[config.mk]
export PLATFORM = sky130hd
export DESIGN_NAME = id_ex_stage
export DESIGN_NICKNAME = d
export VERILOG_FILES = /design/src/rtl/id_ex_stage.sv
export SDC_FILE = /design/constraint.sdc
export NUM_CORES = 1
export LEC_CHECK = 0
export ABC_AREA = 0
export BUFFER_PORTS_ARGS = -buffer_cell sky130_fd_sc_hd__buf_2
export CORE_AREA = 5 5 234 236
export CTS_BUF_LIST = sky130_fd_sc_hd__clkbuf_16
export CTS_CLUSTER_DIAMETER = 80
export DETAILED_ROUTE_END_ITERATION = 6
export DIE_AREA = 0 0 239 241
export PLACE_DENSITY = 0.49
export SETUP_SLACK_MARGIN = 0.2
export SYNTH_ARGS = -nofsm -noshare
export SYNTH_HDL_FRONTEND = slang
export SYNTH_SLANG_ARGS = --single-unit
[constraint.sdc]
create_clock -name clk -period 2.37 [get_ports clk]
set_input_delay 0.474 -clock clk [delete_from_list [all_inputs] [get_ports clk]]
set_output_delay 0.474 -clock clk [all_outputs]
set_load 0.02 [all_outputs]
[src/rtl/id_ex_stage.sv]
// ID/EX pipeline stage.
// Registers the decoded operands and control coming out of ID, resolves
// EX/MEM and MEM/WB forwarding for both ALU operands and the store data,
// detects load-use hazards, inserts bubbles and counts them.
//
// Ports:
//   clk, rst_n           clock, asynchronous active-low reset
//   id_*                 decoded instruction from ID (valid, read data,
//                        immediate, register indices, 9-bit control)
//   stall_in / flush     downstream stall (hold) / branch squash
//   mem_* / wb_*         EX/MEM and MEM/WB writeback info for forwarding
//   ex_valid             EX holds a real instruction
//   alu_a, alu_b, alu_op ALU operand and opcode feed
//   ex_store_data        forwarded Rt for stores
//   ex_rdst, ex_ctrl_wb  registered destination and downstream control
//   id_hold              upstream must hold PC and IF/ID
//   bubble_cnt           saturating count of inserted load-use bubbles
module id_ex_stage #(
  parameter int unsigned DATA_W = 64,
  parameter int unsigned REG_W  = 5,
  parameter int unsigned CNT_W  = 32
) (
  input  logic              clk,
  input  logic              rst_n,
  input  logic              id_valid,
  input  logic [DATA_W-1:0] id_rd1,
  input  logic [DATA_W-1:0] id_rd2,
  input  logic [DATA_W-1:0] id_imm,
  input  logic [REG_W-1:0]  id_rn,
  input  logic [REG_W-1:0]  id_rm,
  input  logic [REG_W-1:0]  id_rdst,
  input  logic [8:0]        id_ctrl,
  input  logic              stall_in,
  input  logic              flush,
  input  logic              mem_regwrite,
  input  logic [REG_W-1:0]  mem_rd,
  input  logic [DATA_W-1:0] mem_result,
  input  logic              wb_regwrite,
  input  logic [REG_W-1:0]  wb_rd,
  input  logic [DATA_W-1:0] wb_data,
  output logic              ex_valid,
  output logic [DATA_W-1:0] alu_a,
  output logic [DATA_W-1:0] alu_b,
  output logic [2:0]        alu_op,
  output logic [DATA_W-1:0] ex_store_data,
  output logic [REG_W-1:0]  ex_rdst,
  output logic [4:0]        ex_ctrl_wb,
  output logic              id_hold,
  output logic [CNT_W-1:0]  bubble_cnt
);

  localparam logic [REG_W-1:0] XZR = REG_W'(31);

  // control layout: {ALUSrc, ALUOp[2:0], RegWrite, MemRead, MemWrite, MemtoReg, Branch}
  localparam int unsigned C_ALUSRC  = 8;
  localparam int unsigned C_MEMREAD = 3;

  logic              valid_q,  valid_d;
  logic [DATA_W-1:0] rd1_q,    rd1_d;
  logic [DATA_W-1:0] rd2_q,    rd2_d;
  logic [DATA_W-1:0] imm_q,    imm_d;
  logic [REG_W-1:0]  rn_q,     rn_d;
  logic [REG_W-1:0]  rm_q,     rm_d;
  logic [REG_W-1:0]  rdst_q,   rdst_d;
  logic [8:0]        ctrl_q,   ctrl_d;
  logic [CNT_W-1:0]  bcnt_q,   bcnt_d;

  logic load_use;
  logic [DATA_W-1:0] fwd_rn, fwd_rm;

  // XZR always reads zero and is never a forwarding match.
  function automatic logic [DATA_W-1:0] fwd(
    input logic [REG_W-1:0]  s,
    input logic [DATA_W-1:0] reg_data,
    input logic              m_we,
    input logic [REG_W-1:0]  m_rd,
    input logic [DATA_W-1:0] m_val,
    input logic              w_we,
    input logic [REG_W-1:0]  w_rd,
    input logic [DATA_W-1:0] w_val
  );
    if (s == XZR)                    return '0;
    else if (m_we && (m_rd == s))    return m_val;
    else if (w_we && (w_rd == s))    return w_val;
    else                             return reg_data;
  endfunction

  always_comb begin
    load_use = valid_q && ctrl_q[C_MEMREAD] && (rdst_q != XZR) && id_valid &&
               ((rdst_q == id_rn) || (rdst_q == id_rm));
    id_hold  = load_use || stall_in;
  end

  always_comb begin
    valid_d = valid_q;
    rd1_d   = rd1_q;
    rd2_d   = rd2_q;
    imm_d   = imm_q;
    rn_d    = rn_q;
    rm_d    = rm_q;
    rdst_d  = rdst_q;
    ctrl_d  = ctrl_q;
    bcnt_d  = bcnt_q;
    if (flush) begin
      valid_d = 1'b0;
      ctrl_d  = '0;
    end else if (stall_in) begin
      // hold everything
    end else if (load_use) begin
      valid_d = 1'b0;
      ctrl_d  = '0;
      if (bcnt_q != '1) bcnt_d = bcnt_q + CNT_W'(1);
    end else begin
      valid_d = id_valid;
      rd1_d   = id_rd1;
      rd2_d   = id_rd2;
      imm_d   = id_imm;
      rn_d    = id_rn;
      rm_d    = id_rm;
      rdst_d  = id_rdst;
      ctrl_d  = id_ctrl;
    end
  end

  always_ff @(posedge clk or negedge rst_n) begin
    if (!rst_n) begin
      valid_q <= 1'b0;
      rd1_q   <= '0;
      rd2_q   <= '0;
      imm_q   <= '0;
      rn_q    <= '0;
      rm_q    <= '0;
      rdst_q  <= '0;
      ctrl_q  <= '0;
      bcnt_q  <= '0;
    end else begin
      valid_q <= valid_d;
      rd1_q   <= rd1_d;
      rd2_q   <= rd2_d;
      imm_q   <= imm_d;
      rn_q    <= rn_d;
      rm_q    <= rm_d;
      rdst_q  <= rdst_d;
      ctrl_q  <= ctrl_d;
      bcnt_q  <= bcnt_d;
    end
  end

  always_comb begin
    fwd_rn = fwd(rn_q, rd1_q, mem_regwrite, mem_rd, mem_result, wb_regwrite, wb_rd, wb_data);
    fwd_rm = fwd(rm_q, rd2_q, mem_regwrite, mem_rd, mem_result, wb_regwrite, wb_rd, wb_data);
  end

  assign ex_valid      = valid_q;
  assign alu_a         = fwd_rn;
  assign alu_b         = ctrl_q[C_ALUSRC] ? imm_q : fwd_rm;
  assign ex_store_data = fwd_rm;
  assign alu_op        = valid_q ? ctrl_q[7:5] : 3'b000;
  assign ex_rdst       = rdst_q;
  assign ex_ctrl_wb    = valid_q ? ctrl_q[4:0] : 5'b00000;
  assign bubble_cnt    = bcnt_q;

endmodule

==> flow_summary.yaml, run 1 <==
run_status:
  outcome: "complete, but fails checks"
  violations: "setup timing"
synth:
  synthSimpleGateAreaFrac_pct: 7.26
  yosys_warnings: 0
  yosys.cell_types.count: 31
  ys_seq_area_share_pct: 44.1
  synth_area_um2: 14100
  yosys_register_bits: 249
  dominantRegCellSynth: "dfrtp_1"
  syn-num-nets: 1542
  synth_top_family_by_area: "multiplexers"
  synthesis.instances: 1180
  synth_compound_area_share_pct: 9.78
  async_reset_ff_share_pct: 100
  synth_xor_area_share_pct: 3.78
  yosys.area_share.adder_pct: 0.0885
  synth_edf_count: 0
  muxShareOfSynthArea_pct: 30.7
  syn_avg_cell_area_um2: 12.0
placed_design:
  place_ws_ns: -0.598
  hpwl_mm: 44.7
  io_buffers: 599
  gp_congestion: 0.866
layout:
  n_fill_cell: 4814
  fin_nets: 2254
  syn_to_final_growth_pct: 70.9
  final_util_pct: 46.3
  drive_gt1_share_pct: 73.7
detailed_routing:
  wl_per_cell_um: 24.1
  first_iter_violations: 428
  wirelength_mm: 63.0
  dr.pass1.iters: 4
  drc: 0
  num_vias: 12700
  final_antenna_net_count: 0
  viasPerCell: 4.85
cts:
  htree_levels: 2
  clk_latency_ns: 0.53
  clockRootBuffer: "clkbuf_16"
  max-clock-path-buffers: 3
  clk_pin_slew_worst_paths_ns: 0.06
  cts.sinks: 249
  cts_inserted_buffers: 35
  cts_tree: "built"
floorplanning:
  die-area_um2: 57600
  die_y_um: 241
  rows: 84
  num_io_pins: 600
  core-area_um2: 52200
  initial_core_util_pct: 27.1
  die_w_um: 239
sta:
  worst_pin_slew_ns: 0.686
  finalSetupViolCount: 193
  fin_crit_ns: 3.31
  tns_ns: -144.30
  slew_viol_final: 0
  rsz0062_at_grt: "true"
  post-route-period-util_pct: 140
  finalHoldViolCount: 0
  timing.fmax_ghz: 0.302
  fin_ws_ns: -0.941
  finalClockSkew_ns: 0.0119
  slew_headroom_pct: 54.2
job:
  drv_cap: 0
global_routing:
  grt_pass1_vias: 13500
  grt_max_degree: 65
  grt_first_pass_wirelength_mm: 88.4
  antenna_found_initial: 25
  grt-ovfl-total: 0
  grt_usage_pct: 20.2
worst_setup_path:
  critPathMaxFanout: 23
  r2r-end: "rd1_q[27]"
  worstReg2RegStart: "ex_rdst[0]"
  rr_worst_depth: 7
  cp-startpoint: "rm_q[3]"
  cp-endpoint: "alu_b[16]"
  worst_ep_required_time_ns: 1.90
  critPathKind: "flop to output pin"
  critPathLaunchType: "flop"
  worstSetupEndpointType: "output pin"
  crit_arrival_ns: 2.84
  reg2reg_slack_ns: 0.22
pwr:
  p_total_mw: 16.8
  p_per_area_nw_per_um2: 693
  power_leakage_nw: 10.6
  ir_drop_uv: 506
hold_path:
  worst_hold_path_type: "input port to flop"
metal layers:
layer	track usage [%]	part of all wire, %	vias to the layer above
met2	33.6	49	462
met1	25.7	41	6389
li1	-	-	5703
met4	7.02	3.1	16
met5	0	0.14	-
met3	5.07	6.7	126
where the power goes:
part / switching, mW / total (mW) / internal [mW]
Sequential: 0.457 / 5.25 / 4.80
Combinational: 2.89 / 6.24 / 3.35
Clock: 2.03 / 5.26 / 3.23
timing repair:
action / 4_1_cts / 5_1_grt
buffers inserted: 24 / 9
endpoints found under the hold margin: 50 / 0
gates resized for setup: 398 / 250
pin swaps: 40 / 43
gates cloned: 14 / 10
endpoints found under the setup margin: 348 / 414
hold buffers: 1 / 0
worst min path at each step:
stage               slack [ns]       endpoint       start  depth (start not counted)
floorplan                 0.18  bubble_cnt[0]       rst_n                          0
global placement          0.46      imm_q[55]       rst_n                          1
global route              0.14      rd2_q[57]  id_rd2[57]                          2
finish                    0.17      rd2_q[61]  id_rd2[61]                          2
detailed placement        0.48      imm_q[55]       rst_n                          1
CTS                       0.13      rd2_q[61]  id_rd2[61]                          2
cell usage in the layout, fill, tap and decap left out, types with 4 or more instances in the layout:
cell	instances
a211oi_2	59
a211oi_4	69
a22o_1	10
and2_1	9
and3_1	6
buf_12	40
buf_16	16
buf_2	423
buf_4	131
buf_6	133
buf_8	12
bufinv_16	5
clkbuf_16	42
clkinv_1	6
dfrtp_1	241
dfrtp_2	7
diode_2	17
inv_1	8
inv_6	4
mux2_2	209
mux2_4	63
mux2i_1	35
mux2i_2	45
mux2i_4	48
nand2_1	18
nand3_1	16
nand4_1	10
nor2_1	66
nor2_2	47
nor2_4	36
nor3_1	9
nor4_1	6
xnor2_1	18
xnor2_2	5
xor2_1	38
cell usage after synthesis, types with 8 or more instances:
cell	number	area, µm²
nor2_1	149	559
a211oi_1	68	510
and2_1	10	62.6
buf_2	27	135
clkbuf_1	34	128
dfrtp_1	249	6230
a22o_1	10	87.6
mux2i_1	128	1280
xor2_1	38	333
a211oi_2	60	751
nor3_1	9	45.0
xnor2_1	23	201
buf_6	12	135
nand2_1	19	71.3
nand3_1	20	100
nand4_1	10	62.6
and3_1	8	50.1
mux2_2	272	3060
critical path: stages, from the launching register on:
cell and delay [ns]:
dfrtp_1 0.41, xor2_1 0.15, nor4_1 0.26, and3_4 0.31, buf_12 0.25, mux2i_1 0.33, a211oi_4 0.12, mux2_4 0.28
buf_2 0.16
state kept, by name (all words and copies together) (netlist names):
name,count
rd1_q,64
imm_q,64
ex_rdst,5
ex_valid,1
rn_q,5
bubble_cnt,32
rd2_q,64
ctrl_q,9
rm_q,5
cell type report:
| type | instances | area [µm²] | share of cell area [%] |
|---|---|---|---|
| diodes | 17 | 42.5 | 0.176 |
| clock buffers | 35 | 876 | 3.62 |
| clock inverters | 24 | 249 | 1.03 |
| inverters | 2 | 7.51 | 0.0311 |
| multi-input cells | 839 | 9650 | 39.9 |
| flip-flops and latches | 249 | 6240 | 25.8 |
| well taps | 688 | 861 | 3.56 |
| repair buffers | 765 | 6240 | 25.8 |
logic make-up after synthesis:
group	Yosys count
DFF	249
AOI/OAI and AO/OA	141
xor gates and xnor gates	61
adders and majority gates	1
buffers and inverters	92
and+or+nand+nor	236
muxes	400
metrics by stage:
step / instances / hold WS (ns) / cell area (µm²)
4_1_cts: 2584 / 0.126 / 22900
5_1_grt: 2616 / 0.138 / 24200
3_3_place_gp: 2486 / 0.463 / 19600
3_5_place_dp: 2486 / 0.477 / 19600
2_1_floorplan: 1180 / 0.178 / 15200
6_report: 2619 / 0.169 / 24200
(Power assumes the default switching activity.)
==> run 2, diff against run 1 <==
==> constraint.sdc (replaced) <==
create_clock -name clk -period 2.37 [get_ports clk]
set_input_delay 0.3555 -clock clk [delete_from_list [all_inputs] [get_ports clk]]
set_output_delay 0.3555 -clock clk [all_outputs]
set_load 0.02 [all_outputs]
==> flow_summary.yaml, run 2 (synthesized netlist as in run 1, its figures left out) <==
run_status:
  outcome: "complete, but fails checks"
  violations: "setup timing"
cts:
  cts.sinks: 249
  clockRootBuffer: "clkbuf_16"
  clk_pin_slew_worst_paths_ns: 0.06
  max-clock-path-buffers: 3
  cts_tree: "built"
  cts_inserted_buffers: 34
  htree_levels: 2
  clk_latency_ns: 0.52
pwr:
  clkPwrFrac_pct: 30.0
  sw_frac_of_total_pct: 32.5
  switching_power_mw: 5.44
  sequentialPowerShare_pct: 31.3
  p_int_mw: 11.3
  p_per_area_nw_per_um2: 667
  power_leakage_nw: 11.0
  p_total_mw: 16.7
  ir_drop_uv: 562
  p_comb_share_pct: 38.7
hold_path:
  worst_hold_path_type: "input port to flop"
placed_design:
  hpwl_mm: 44.8
  gp_congestion: 0.912
  io_buffers: 599
  dp.cells: 2517
floorplanning:
  die-area_um2: 57600
  num_io_pins: 600
  core-area_um2: 52200
  rows: 84
  initial_core_util_pct: 27.1
  die_y_um: 241
  die_w_um: 239
layout:
  syn_to_final_growth_pct: 77.4
  mostFrequentLayoutCells: "buf_2 (422), dfrtp_1 (241), mux2_2 (213)"
  drive_gt1_share_pct: 74.8
  multi_input_area_um2: 9810
  largestRegisters: "imm_q x64, rd1_q x64, rd2_q x64"
  final_common_cell: "buf_2"
  register_area_um2: 6240
  fin_nets: 2312
  n_fill_cell: 4711
  instances_no_fill: 2678
worst_setup_path:
  crit_arrival_ns: 2.86
  worst_ep_required_time_ns: 2.01
  critPathKind: "flop to output pin"
  critPathLaunchType: "flop"
  critPathMaxFanout: 7
  worstSetupEndpointType: "output pin"
  reg2reg_slack_ns: 0.26
sta:
  finalHoldViolCount: 0
  finalSetupViolCount: 192
  slew_viol_final: 0
  fin_ws_ns: -0.841
  post-route-period-util_pct: 135
  timing.fmax_ghz: 0.311
  fin_crit_ns: 3.21
  slew_headroom_pct: 51.2
  finalClockSkew_ns: 0.0126
  worst_pin_slew_ns: 0.731
  rsz0062_at_grt: "true"
global_routing:
  grt-ovfl-total: 0
  grt_usage_pct: 20.5
  grt_first_pass_wirelength_mm: 89.7
  antenna_found_initial: 20
  grt_pass1_vias: 13800
  grt_max_degree: 61
detailed_routing:
  wirelength_mm: 65.7
  wl_per_cell_um: 24.5
  num_vias: 12900
  final_antenna_net_count: 0
  drc: 0
  viasPerCell: 4.80
  first_iter_violations: 491
  dr.pass1.iters: 4
job:
  drv_cap: 0
## run 2: path summary, 6_finish.rpt
check / start / to / depth (start not counted)
worst max-delay path: rm_q[2] / alu_b[59] / 9
worst min-delay path: id_rd2[40] / rd2_q[40] / 2
worst max register to register: ex_rdst[0] / imm_q[61] / 8
worst min register to register: bubble_cnt[21] / bubble_cnt[21] / 1
max in group asynchronous: rst_n / ex_rdst[4] / 3
min in group asynchronous: rst_n / imm_q[54] / 2
## run 2: per-stage QoR
stage	util [%]	worst slack [ns]	setup TNS, ns	instance area, µm²	hold WS [ns]
CTS	43.3	-0.871	-138.57	22600	0.0173
detailed placement	37.5	-0.439	-48.29	19600	0.389
global route	48.0	-0.969	-149.05	25100	0.0317
finish	48.0	-0.841	-126.79	25100	0.0523
floorplan	-	-0.0981	-4.14	14800	0.0599
global placement	37.5	-0.483	-56.38	19600	0.387
## run 2: critical path, cell delays in order, from the launching register on
cell,delay [ns]
dfrtp_1,0.40
xor2_1,0.16
nor4_2,0.29
and3_4,0.30
buf_12,0.12
buf_16,0.16
mux2i_1,0.33
a211oi_4,0.13
mux2_2,0.28
buf_2,0.16
## run 2: cell type report
type,instances,share of cell area (%)
Antenna cell,14,0.140
Clock buffer,37,3.69
Clock inverter,25,0.648
Inverter,2,0.0299
Multi-Input combinational cell,840,39.1
Sequential cell,249,24.9
Tap cell,688,3.43
Timing Repair Buffer,823,28.1
## run 2: power groups by stage
stage	clock network, mW	registers (mW)	logic [mW]
floorplan	0	5.10	3.00
global placement	0	5.22	4.84
detailed placement	0	5.23	4.87
CTS	5.18	5.17	5.62
global route	5.35	5.29	6.81
finish	5.02	5.24	6.48
## run 2: what timing repair did
action                                 in CTS  in global routing
gates cloned                               19                 15
setup endpoints to repair                 396                423
hold buffers                                1                  0
endpoints found under the hold margin      52                  0
pin swaps                                  35                 71
setup buffers                              22                 28
gates resized for setup                   325                421
## run 2: layer usage
layer,share of wire (%),track usage [%],routed length [µm],vias to the layer above
li1,-,-,-,5811
met1,40,25.4,26600,6463
met2,50,34.9,32900,435
met3,6.3,4.94,4140,130
met4,3.0,7.30,1990,12
met5,0.13,0,84,-
